## config.mk

```make
export PLATFORM = sky130hd
export DESIGN_NAME = fetch_sequencer
export DESIGN_NICKNAME = d
export VERILOG_FILES = /design/src/rtl/fetch_sequencer.sv
export SDC_FILE = /design/constraint.sdc
export NUM_CORES = 1
export LEC_CHECK = 0
export BUFFER_PORTS_ARGS = -buffer_cell sky130_fd_sc_hd__buf_2
export CAP_MARGIN = 20
export CELL_PAD_IN_SITES_DETAIL_PLACEMENT = 0
export CELL_PAD_IN_SITES_GLOBAL_PLACEMENT = 1
export CORE_UTILIZATION = 42
export CTS_CLUSTER_SIZE = 16
export DETAILED_ROUTE_END_ITERATION = 8
export GPL_ROUTABILITY_DRIVEN = 0
export GPL_TIMING_DRIVEN = 0
export HOLD_SLACK_MARGIN = 0.05
export PLACE_DENSITY_LB_ADDON = 0.1
export SLEW_MARGIN = 5
export SYNTH_ARGS = -nofsm -noshare
export SYNTH_HDL_FRONTEND = slang
export SYNTH_SLANG_ARGS = --single-unit
```

## constraint.sdc

```tcl
create_clock -name clk -period 3.7 [get_ports clk]
set_clock_uncertainty 0.05 [all_clocks]
set_input_delay 0.185 -clock clk [delete_from_list [all_inputs] [get_ports clk]]
set_output_delay 0.185 -clock clk [all_outputs]
set_load 0.05 [all_outputs]
```

## src/rtl/fetch_sequencer.sv

```systemverilog
// Instruction fetch sequencer for a 256x32 synchronous-read instruction memory.
// Owns the PC, tracks the one-cycle read latency and buffers returned words
// in a two-entry FIFO that feeds decode over a valid/ready handshake.
module fetch_sequencer #(
  parameter int                ADDR_W   = 8,
  parameter int                DATA_W   = 32,
  parameter logic [ADDR_W-1:0] RESET_PC = '0
) (
  input  logic              clk,
  input  logic              rst_n,
  input  logic              start,
  input  logic              stop,
  input  logic              branch_valid,
  input  logic [ADDR_W-1:0] branch_target,
  output logic [ADDR_W-1:0] imem_addr,
  input  logic [DATA_W-1:0] imem_rdata,
  output logic              inst_valid,
  output logic [DATA_W-1:0] inst,
  output logic [ADDR_W-1:0] inst_pc,
  input  logic              inst_ready,
  output logic              busy
);

  typedef enum logic [1:0] {
    S_IDLE  = 2'd0,
    S_RUN   = 2'd1,
    S_DRAIN = 2'd2
  } state_t;

  state_t            state_q;

  // Fetch stage: program counter presented to the memory.
  logic [ADDR_W-1:0] pc_q;

  // Read stage: a request is outstanding at the memory; its data arrives this cycle.
  logic              vld_p1;
  logic [ADDR_W-1:0] req_pc_p1;

  // Output FIFO: entry 0 is the head shown to decode, entry 1 the tail.
  logic [1:0]        count_q;
  logic [DATA_W-1:0] dat0_q, dat1_q;
  logic [ADDR_W-1:0] pc0_q, pc1_q;

  logic              pop;
  logic              push;
  logic              redirect;
  logic              issue;
  logic [2:0]        occ;
  logic [2:0]        occ_lim;
  logic [1:0]        slot;

  assign inst_valid = (count_q != 2'd0);
  assign inst       = dat0_q;
  assign inst_pc    = pc0_q;
  assign imem_addr  = pc_q;
  assign busy       = (state_q != S_IDLE) || (count_q != 2'd0) || vld_p1;

  assign pop      = inst_valid & inst_ready;
  // A redirect only flushes while the sequencer is active; in IDLE it just moves the PC.
  assign redirect = branch_valid && (state_q != S_IDLE);
  // The returning word is dropped when a redirect lands in the same cycle.
  assign push     = vld_p1 && !redirect;
  // Credit check: buffered + in-flight entries must leave room, counting a same-cycle pop as freed.
  assign occ      = {1'b0, count_q} + {2'b00, vld_p1};
  assign occ_lim  = 3'd2 + {2'b00, pop};
  assign issue    = (state_q == S_RUN) && (occ < occ_lim) && !branch_valid && !stop;
  // FIFO position the incoming word lands in after this cycle's pop.
  assign slot     = count_q - {1'b0, pop};

  // Control state machine: IDLE -> RUN on start, RUN -> DRAIN on stop, DRAIN -> IDLE once empty.
  always_ff @(posedge clk or negedge rst_n) begin
    if (!rst_n) begin
      state_q <= S_IDLE;
    end else begin
      case (state_q)
        S_IDLE:  if (start) state_q <= S_RUN;
        S_RUN:   if (stop) state_q <= S_DRAIN;
        S_DRAIN: if ((count_q == 2'd0) && !vld_p1) state_q <= S_IDLE;
        default: state_q <= S_IDLE;
      endcase
    end
  end

  // PC update and read-latency tracking; a branch always wins over sequential fetch.
  always_ff @(posedge clk or negedge rst_n) begin
    if (!rst_n) begin
      pc_q   <= RESET_PC;
      vld_p1 <= 1'b0;
    end else begin
      vld_p1 <= issue;
      if (branch_valid) begin
        pc_q <= branch_target;
      end else if (issue) begin
        pc_q <= pc_q + 1'b1;
      end
    end
  end

  // PC tag of the outstanding read; only consumed while vld_p1 is set.
  always_ff @(posedge clk) begin
    if (issue) req_pc_p1 <= pc_q;
  end

  // FIFO occupancy and head entry; head is cleared on reset so inst/inst_pc read zero.
  always_ff @(posedge clk or negedge rst_n) begin
    if (!rst_n) begin
      count_q <= 2'd0;
      dat0_q  <= '0;
      pc0_q   <= '0;
    end else if (redirect) begin
      count_q <= 2'd0;
    end else begin
      count_q <= count_q + {1'b0, push} - {1'b0, pop};
      if (pop) begin
        dat0_q <= dat1_q;
        pc0_q  <= pc1_q;
      end
      if (push && (slot == 2'd0)) begin
        dat0_q <= imem_rdata;
        pc0_q  <= req_pc_p1;
      end
    end
  end

  // FIFO tail entry; written only when the head is already occupied after this cycle's pop.
  always_ff @(posedge clk) begin
    if (push && !redirect && (slot == 2'd1)) begin
      dat1_q <= imem_rdata;
      pc1_q  <= req_pc_p1;
    end
  end

endmodule

```

==> results of run 1 <==
## metrics by stage
| step | instances | setup slack, ns | util (%) | hold slack [ns] |
|---|---|---|---|---|
| 2_1_floorplan | 311 | 0.398 | - | -0.161 |
| 3_3_place_gp | 535 | -0.989 | 50.4 | 0.326 |
| 3_5_place_dp | 536 | 0.941 | 50.8 | 0.253 |
| 4_1_cts | 593 | 0.917 | 57.5 | 0.0555 |
| 5_1_grt | 594 | 1.18 | 57.5 | 0.0681 |
| 6_report | 594 | 1.34 | 57.5 | 0.0704 |
## worst min-delay path, delay by kind of cell
| kind | cells | cell delay (ns) |
|---|---|---|
| simple gates | 1 | 0.04 |
| compound gates | 1 | 0.13 |
| buf+inv | 1 | 0.07 |
## state kept, by name, summed over array words and instances, names as in the netlist
signal	flops
imem_addr	8
count_q	2
dat1_q	32
req_pc_p1	8
pc1_q	8
state_q	2
inst_pc	8
inst	32
vld_p1	1
## kinds of logic (layout without fill, tap and decap cells)
family / after synthesis / count (layout) / synth area share (%)
flops: 101 / 101 / 68.0
simple gates: 83 / 83 / 10.2
compound gates: 63 / 63 / 8.33
mux: 41 / 41 / 10.1
buf+inv: 17 / 171 / 1.69
fa+ha+maj: 4 / 4 / 1.23
xor+xnor: 2 / 2 / 0.431
## cell type report
class / count / area [um2]
Buffer: 14 / 57.6
Multi-Input combinational cell: 193 / 1240
Clock inverter: 4 / 75.1
Clock buffer: 12 / 135
Timing Repair Buffer: 138 / 913
Fill cell: 823 / 3960
Sequential cell: 101 / 2770
Tap cell: 129 / 161
Inverter: 3 / 11.3
## synthesized netlist by cell type
master,number,area [um2]
sky130_fd_sc_hd__a21oi_1,1,5.00
sky130_fd_sc_hd__a31oi_1,8,50.1
sky130_fd_sc_hd__and2_1,1,6.26
sky130_fd_sc_hd__and3_1,1,6.26
sky130_fd_sc_hd__buf_2,4,20.0
sky130_fd_sc_hd__clkbuf_1,10,37.5
sky130_fd_sc_hd__clkinv_1,1,3.75
sky130_fd_sc_hd__dfrtp_1,53,1330
sky130_fd_sc_hd__edfxtp_1,48,1440
sky130_fd_sc_hd__ha_1,4,50.1
sky130_fd_sc_hd__inv_1,2,7.51
sky130_fd_sc_hd__mux2i_1,41,410
sky130_fd_sc_hd__nand2_1,44,165
sky130_fd_sc_hd__nand2b_1,1,6.26
sky130_fd_sc_hd__nand3_1,1,5.00
sky130_fd_sc_hd__nand3_2,1,10.0
sky130_fd_sc_hd__nand3b_1,3,22.5
sky130_fd_sc_hd__nand4_1,3,18.8
sky130_fd_sc_hd__nand4b_1,1,8.76
sky130_fd_sc_hd__nor2_1,12,45.0
sky130_fd_sc_hd__nor3_1,1,5.00
sky130_fd_sc_hd__nor4b_4,1,23.8
sky130_fd_sc_hd__o21a_1,1,7.51
sky130_fd_sc_hd__o21ai_0,48,240
sky130_fd_sc_hd__o21ai_1,1,5.00
sky130_fd_sc_hd__o2bb2ai_1,1,8.76
sky130_fd_sc_hd__o31ai_1,3,22.5
sky130_fd_sc_hd__or2_2,2,12.5
sky130_fd_sc_hd__or2b_1,1,7.51
sky130_fd_sc_hd__or3_1,5,31.3
sky130_fd_sc_hd__or3b_2,1,8.76
sky130_fd_sc_hd__or4_1,3,22.5
sky130_fd_sc_hd__or4b_1,1,10.0
sky130_fd_sc_hd__xnor2_1,1,8.76
sky130_fd_sc_hd__xor2_1,1,8.76
## worst min path at each step
stage / from / endpoint / slack [ns] / depth (start not counted)
6_report: branch_target[7] / imem_addr[7] / 0.07 / 3
3_3_place_gp: imem_rdata[28] / dat1_q[28] / 0.33 / 1
5_1_grt: branch_target[7] / imem_addr[7] / 0.07 / 3
4_1_cts: branch_target[7] / imem_addr[7] / 0.06 / 3
3_5_place_dp: rst_n / inst[28] / 0.25 / 1
2_1_floorplan: rst_n / count_q[0] / -0.16 / 0
## power by group
part / internal (mW) / switching (mW) / leakage (nW)
logic: 0.420 / 1.29 / 1.31
clock network: 0.382 / 0.368 / 0.0968
registers: 1.45 / 0.173 / 1.08
## layer usage
| layer | vias up | part of all wire (%) |
|---|---|---|
| met5 | - | 0 |
| met4 | 0 | 1.3 |
| met3 | 10 | 3.9 |
| met2 | 60 | 45 |
| met1 | 1355 | 50 |
| li1 | 1435 | - |
## repair_timing
| action | 4_1_cts | 5_1_grt |
|---|---|---|
| hold buffers | 41 | 0 |
| buffers inserted | 0 | 0 |
| hold endpoints to repair | 93 | 0 |
==> key figures, run 1 <==
Run status
  – Run status: complete, no violations

Setup path
  – R2r startpoint: count_q[0]
  – Setup crit end kind: flip-flop
  – Worst Setup EP: req_pc_p1[2]
  – Cells traversed along the worst timing path: ha_1, ha_1, or4b_1, nor3_1, buf_2
  – Arrival time worst endpoint: 2.37 ns
  – Delay of the slowest cell on the worst path: 0.54 ns
  – Number of cells on the critical path: 5
  – Cell repeated most along the worst path: sky130_fd_sc_hd__ha_1
  – Top Family by Delay on Critical Path: simple AND/OR/NAND/NOR gates
  – Element type at the critical path start: flip-flop
  – Flop-to-flop setup slack: 1.34 ns
  – Count of cells along the worst register-to-register path: 5
  – Crit path launch: count_q[0]
  – Worst Path Class, Setup: flip-flop to flip-flop
  – Critical Path Fanout Max: 8
  – Reg2Reg Capture Point: req_pc_p1[2]
  – Required time reported for the critical path endpoint: 3.71 ns
  – Number of buffer and inverter stages on the critical path: 1
  – Cell with the largest stage delay on the worst path: sky130_fd_sc_hd__or4b_1

Hold path
  – Type of the worst min-delay path: primary input to flip-flop

Clock tree
  – Maximum level of the CTS H-tree: 3
  – Clock sink total: 101
  – Total clock buffers created by CTS: 9
  – Clk buf depth: 2
  – Resized Gates After CTS: 0
  – Later-pin clock latency in the skew report: 0.37 ns
  – Root buf cell: sky130_fd_sc_hd__clkbuf_8
  – Clock slew seen by the registers of the worst setup and hold paths: 0.09 ns
  – Clock tree from TritonCTS: built

Global routing
  – Congestion Overflow GR: 0
  – Pin count of the biggest net entering global routing: 54
  – Via count of the first global-routing pass: 2,824
  – Combined global-route utilization of all metal layers: 18.1%
  – GR Util met3: 3.34%
  – Number of antenna violations at the first check in global routing: 0
  – Met1 capacity usage during global routing: 25.2%
  – Global-route track usage on met2: 28.0%
  – Wire length of the first global-routing pass: 13,900 um
  – GR peak layer: met2

Layout
  – Synthesis-to-finish area growth: 31.9%
  – Area of all placed cells without fillers: 5370 um2
  – Most common cell after layout, fill and taps aside: sky130_fd_sc_hd__buf_2
  – Net count, final: 510
  – Share of layout cells above drive strength 1: 25.8%
  – Ant diodes: 0
  – Top library cells by usage in the layout, fill and taps aside: sky130_fd_sc_hd__buf_2, sky130_fd_sc_hd__dfrtp_1, sky130_fd_sc_hd__o21ai_0, sky130_fd_sc_hd__edfxtp_1, sky130_fd_sc_hd__nand2_1

Drt
  – DRT iter0 DRCs: 51
  – Total number of vias: 2,860
  – Remaining routing DRC violations: 0
  – Final wirelength: 8590 um
  – DR pass1 iterations: 4
  – Antenna viol nets, final: 0
  – Wirelength per Cell: 14.5 um
  – Ratio of routed vias to standard cells: 4.81

Placement
  – Area after DPL: 4740 um2
  – HPWL after DPL: 5490 um
  – Port-buffer cells: 95

Floorplan
  – Initial cell density of the core: 43.6%
  – Num ports: 96
  – Core ar.: 9330 um2
  – Die outline area: 10,100 um2
  – DIE WIDTH: 100 um
  – Die Ht: 100 um
  – Num rows: 35

STA
  – Transition time at the pin with the least slew margin: 0.733 ns
  – Setup repair after global routing missed its margin: false
  – Endpoints failing hold: 0
  – Setup Viol. Count Final: 0
  – Number of pins exceeding their max-slew limit in the final report: 0
  – Final Critical Period: 2.36 ns
  – Max Clk Rate: 0.424 GHz
  – Final worst path period share: 63.7%
  – Max-Slew Margin vs Limit: 51.1%
  – Total negative slack for setup checks: 0 ns

Logic synthesis
  – Total number of yosys warnings: 0
  – Cell Area, Synth: 4070 um2
  – Nets in the synthesized netlist: 361
  – Mapped Avg Cell Area: 13.1 um2
  – Number of instances in the synthesized netlist: 311
  – Cell variety after synth: 35
  – Flops & latches, synth: 101
  – Post-synthesis sequential area ratio: 68.0%

Pwr
  – Total power draw: 4.08 mW
  – Static leakage: 2.49 nW
  – Pwr dens: 761 nW/um2
  – Maximum resistive drop on vdd: 0.000453 V

Job
  – Max-Cap Viols: 0
Power figures use the tool's default switching activity.
==> inputs of run 2 (changes only) <==
Settings changed: CORE_UTILIZATION 42 to 38.
Clock period 3.7 ns to 2.1 ns, I/O delays scaled along.
==> run 2 against run 1 <==
  * Sequential share of layout area shrank 1.6 points
  * Sequential power up 77%
  * Wire length is 4.2% higher
  * Maximum frequency grew 16%
  * Die area is 10% higher
  * Register-to-register slack got worse by 1.3 ns
  * Clock-buffer cell count did not move
  * Critical endpoint is now imem_addr[7]
  * Utilization shrank 4.1 points
  * Cell count up 3.0%
  * Cell area is 3.3% higher
==> key figures, run 2 (same netlist as run 1, synthesis figures left out) <==
Run status
  – Run status: complete, no violations

Floorplan
  – Die outline area: 11,100 um2 (+10%)
  – DIE WIDTH: 105 um (+5.0%)
  – Num ports: 96 (unchanged)
  – Die Ht: 105 um (+5.0%)
  – Initial cell density of the core: 39.2% (-4.4 points)
  – Core ar.: 10,400 um2 (+11%)
  – Num rows: 37 (+5.7%)

Layout
  – Number of fill cells: 952 (+16%)
  – Share of layout cells above drive strength 1: 30.0% (+4.2 points)
  – Most common cell after layout, fill and taps aside: sky130_fd_sc_hd__buf_2
  – Cell Count, Final, Fillers Out: 612 (+3.0%)
  – Synthesis-to-finish area growth: 36.2%
  – Net count, final: 521 (+2.2%)
  – Area of all placed cells without fillers: 5540 um2 (+3.3%)
  – Top library cells by usage in the layout, fill and taps aside: sky130_fd_sc_hd__buf_2, sky130_fd_sc_hd__dfrtp_1, sky130_fd_sc_hd__edfxtp_1
  – Ant diodes: 0 (unchanged)

Setup path
  – Element type at the critical path start: flip-flop
  – Top Family by Delay on Critical Path: simple AND/OR/NAND/NOR gates
  – Count of cells along the worst register-to-register path: 6 (+1)
  – R2r startpoint: count_q[0]
  – Crit path launch: count_q[0]
  – Arrival time worst endpoint: 2.25 ns (-0.12 ns)
  – Worst Setup EP: imem_addr[7]
  – Worst Path Class, Setup: flip-flop to flip-flop
  – Delay of the slowest cell on the worst path: 0.49 ns (-0.05 ns)
  – Number of buffer and inverter stages on the critical path: 0 (-1)
  – Flop-to-flop setup slack: 0.07 ns (-1.27 ns)
  – Reg2Reg Capture Point: imem_addr[7]
  – Cell with the largest stage delay on the worst path: sky130_fd_sc_hd__or4_1
  – Critical Path Fanout Max: 4 (-4)
  – Required time reported for the critical path endpoint: 2.32 ns (-1.39 ns)
  – Setup crit end kind: flip-flop
  – Cells traversed along the worst timing path: ha_2, ha_4, nor4b_4, nand3_2, or4_1, a31oi_1
  – Number of cells on the critical path: 6 (+1)

Pwr
  – Share of power burned in registers: 39.5% (-0.2 points)
  – Total power draw: 7.23 mW (+77%)
  – Internal power summed over all cells: 3.94 mW (+75%)
  – Fraction of power consumed by the clock network: 16.6% (-1.8 points)
  – Static leakage: 2.56 nW (+3.0%)
  – Maximum resistive drop on vdd: 0.000757 V (+67%)
  – Pwr dens: 1310 nW/um2 (+72%)
  – Share of power burned in combinational logic: 43.9% (+2.0 points)
  – Total net switching power: 3.30 mW (+80%)
  – Switching Share: 45.6% (+0.66 points)

STA
  – Final worst path period share: 96.5% (+33 points)
  – Max-Slew Margin vs Limit: 50.1% (-1.0 points)
  – Transition time at the pin with the least slew margin: 0.749 ns (+0.0157 ns)
  – Endpoints failing hold: 0 (unchanged)
  – Setup Viol. Count Final: 0 (unchanged)
  – Number of pins exceeding their max-slew limit in the final report: 0 (unchanged)
  – Hold slack final: 0.0716 ns (+0.00117 ns)
  – Setup repair after global routing missed its margin: false
  – Max Clk Rate: 0.494 GHz (+16%)
  – Final Critical Period: 2.03 ns (-0.332 ns)

Clock tree
  – Maximum level of the CTS H-tree: 3 (unchanged)
  – Clk buf depth: 2 (unchanged)
  – Root buf cell: sky130_fd_sc_hd__clkbuf_8
  – Clock tree from TritonCTS: built
  – Clock sink total: 101 (unchanged)
  – Total clock buffers created by CTS: 9 (unchanged)
  – Clock slew seen by the registers of the worst setup and hold paths: 0.09 ns (about the same)
  – Later-pin clock latency in the skew report: 0.35 ns (-0.02 ns)

Drt
  – Ratio of routed vias to standard cells: 4.86 (+1.0%)
  – Final wirelength: 8950 um (+4.2%)
  – Antenna viol nets, final: 0 (unchanged)
  – Total number of vias: 2,977 (+4.1%)
  – DRT iter0 DRCs: 81 (+59%)
  – DR pass1 iterations: 4 (unchanged)
  – Remaining routing DRC violations: 0 (unchanged)
  – Wirelength per Cell: 14.6 um (+1.1%)

Placement
  – Port-buffer cells: 95 (unchanged)
  – Area after DPL: 4800 um2 (+1.2%)
  – HPWL after DPL: 5760 um (+4.9%)
  – Placed instance count: 544 (+1.5%)

Hold path
  – Start point of the worst hold path: branch_valid
  – Type of the worst min-delay path: primary input to flip-flop

Global routing
  – Congestion Overflow GR: 0 (unchanged)
  – Number of antenna violations at the first check in global routing: 0 (unchanged)
  – Via count of the first global-routing pass: 2,975 (+5.3%)
  – Combined global-route utilization of all metal layers: 17.0% (-1.1 points)
  – Wire length of the first global-routing pass: 14,800 um (+5.9%)
  – Pin count of the biggest net entering global routing: 54 (unchanged)

Job
  – Max-Cap Viols: 0 (unchanged)
-- run 2: final cells by class --
type | instances | area (um2) | share of cell area [%]
repair buffers | 149 | 1050 | 18.9
flip-flops and latches | 101 | 2770 | 50.0
clock inverters | 4 | 50.0 | 0.903
plain buffers | 14 | 65.1 | 1.17
inverters | 3 | 11.3 | 0.203
multi-input cells | 193 | 1290 | 23.4
clock buffers | 12 | 135 | 2.44
well taps | 136 | 170 | 3.07
-- run 2: routing by layer --
layer	GRT usage, %	up-vias	part of all wire [%]
met4	6.04	0	1.1
met3	3.15	8	3.7
met2	26.1	66	46
met1	24.2	1447	49
li1	-	1456	-
met5	0	-	0
-- run 2: through the flow --
stage | TNS, ns | util (%) | setup slack, ns
after floorplan | 0 | - | 0.0151
after global placement | -23.72 | 45.7 | -0.558
after detailed placement | -6.50 | 46.3 | -0.241
after CTS | 0 | 53.0 | 0.00549
after global routing | 0 | 53.5 | 0.0170
final | 0 | 53.5 | 0.0743
-- run 2: worst min-delay path, stage by stage --
cell and delay [ns]:
sky130_fd_sc_hd__buf_2 0.13, sky130_fd_sc_hd__o21ai_4 0.07, sky130_fd_sc_hd__and2_1 0.13
-- run 2: timing repair --
item | in CTS | in global routing
hold buffers | 44 | 0
setup buffers | 6 | 2
endpoints found under the hold margin | 127 | 0
endpoints found under the setup margin | 43 | 54
gates resized for setup | 6 | 16
pin swaps | 3 | 3
-- run 2: power by group through the flow --
stage / clock (mW) / sequential, mW / combinational [mW]
detailed placement: 0 / 2.90 / 3.03
global placement: 0 / 2.88 / 2.99
CTS: 1.25 / 2.86 / 3.15
finish: 1.20 / 2.86 / 3.18
global route: 1.34 / 2.93 / 3.41
floorplan: 0 / 4.21 / 0.896
-- run 2: worst min-delay path by stage --
stage | endpoint | slack [ns] | cells past startpoint
6_report | count_q[0] | 0.07 | 3
5_1_grt | count_q[0] | 0.05 | 3
3_3_place_gp | dat1_q[10] | 0.25 | 1
3_5_place_dp | inst[29] | 0.18 | 1
2_1_floorplan | count_q[0] | -0.24 | 0
4_1_cts | count_q[1] | 0.05 | 3
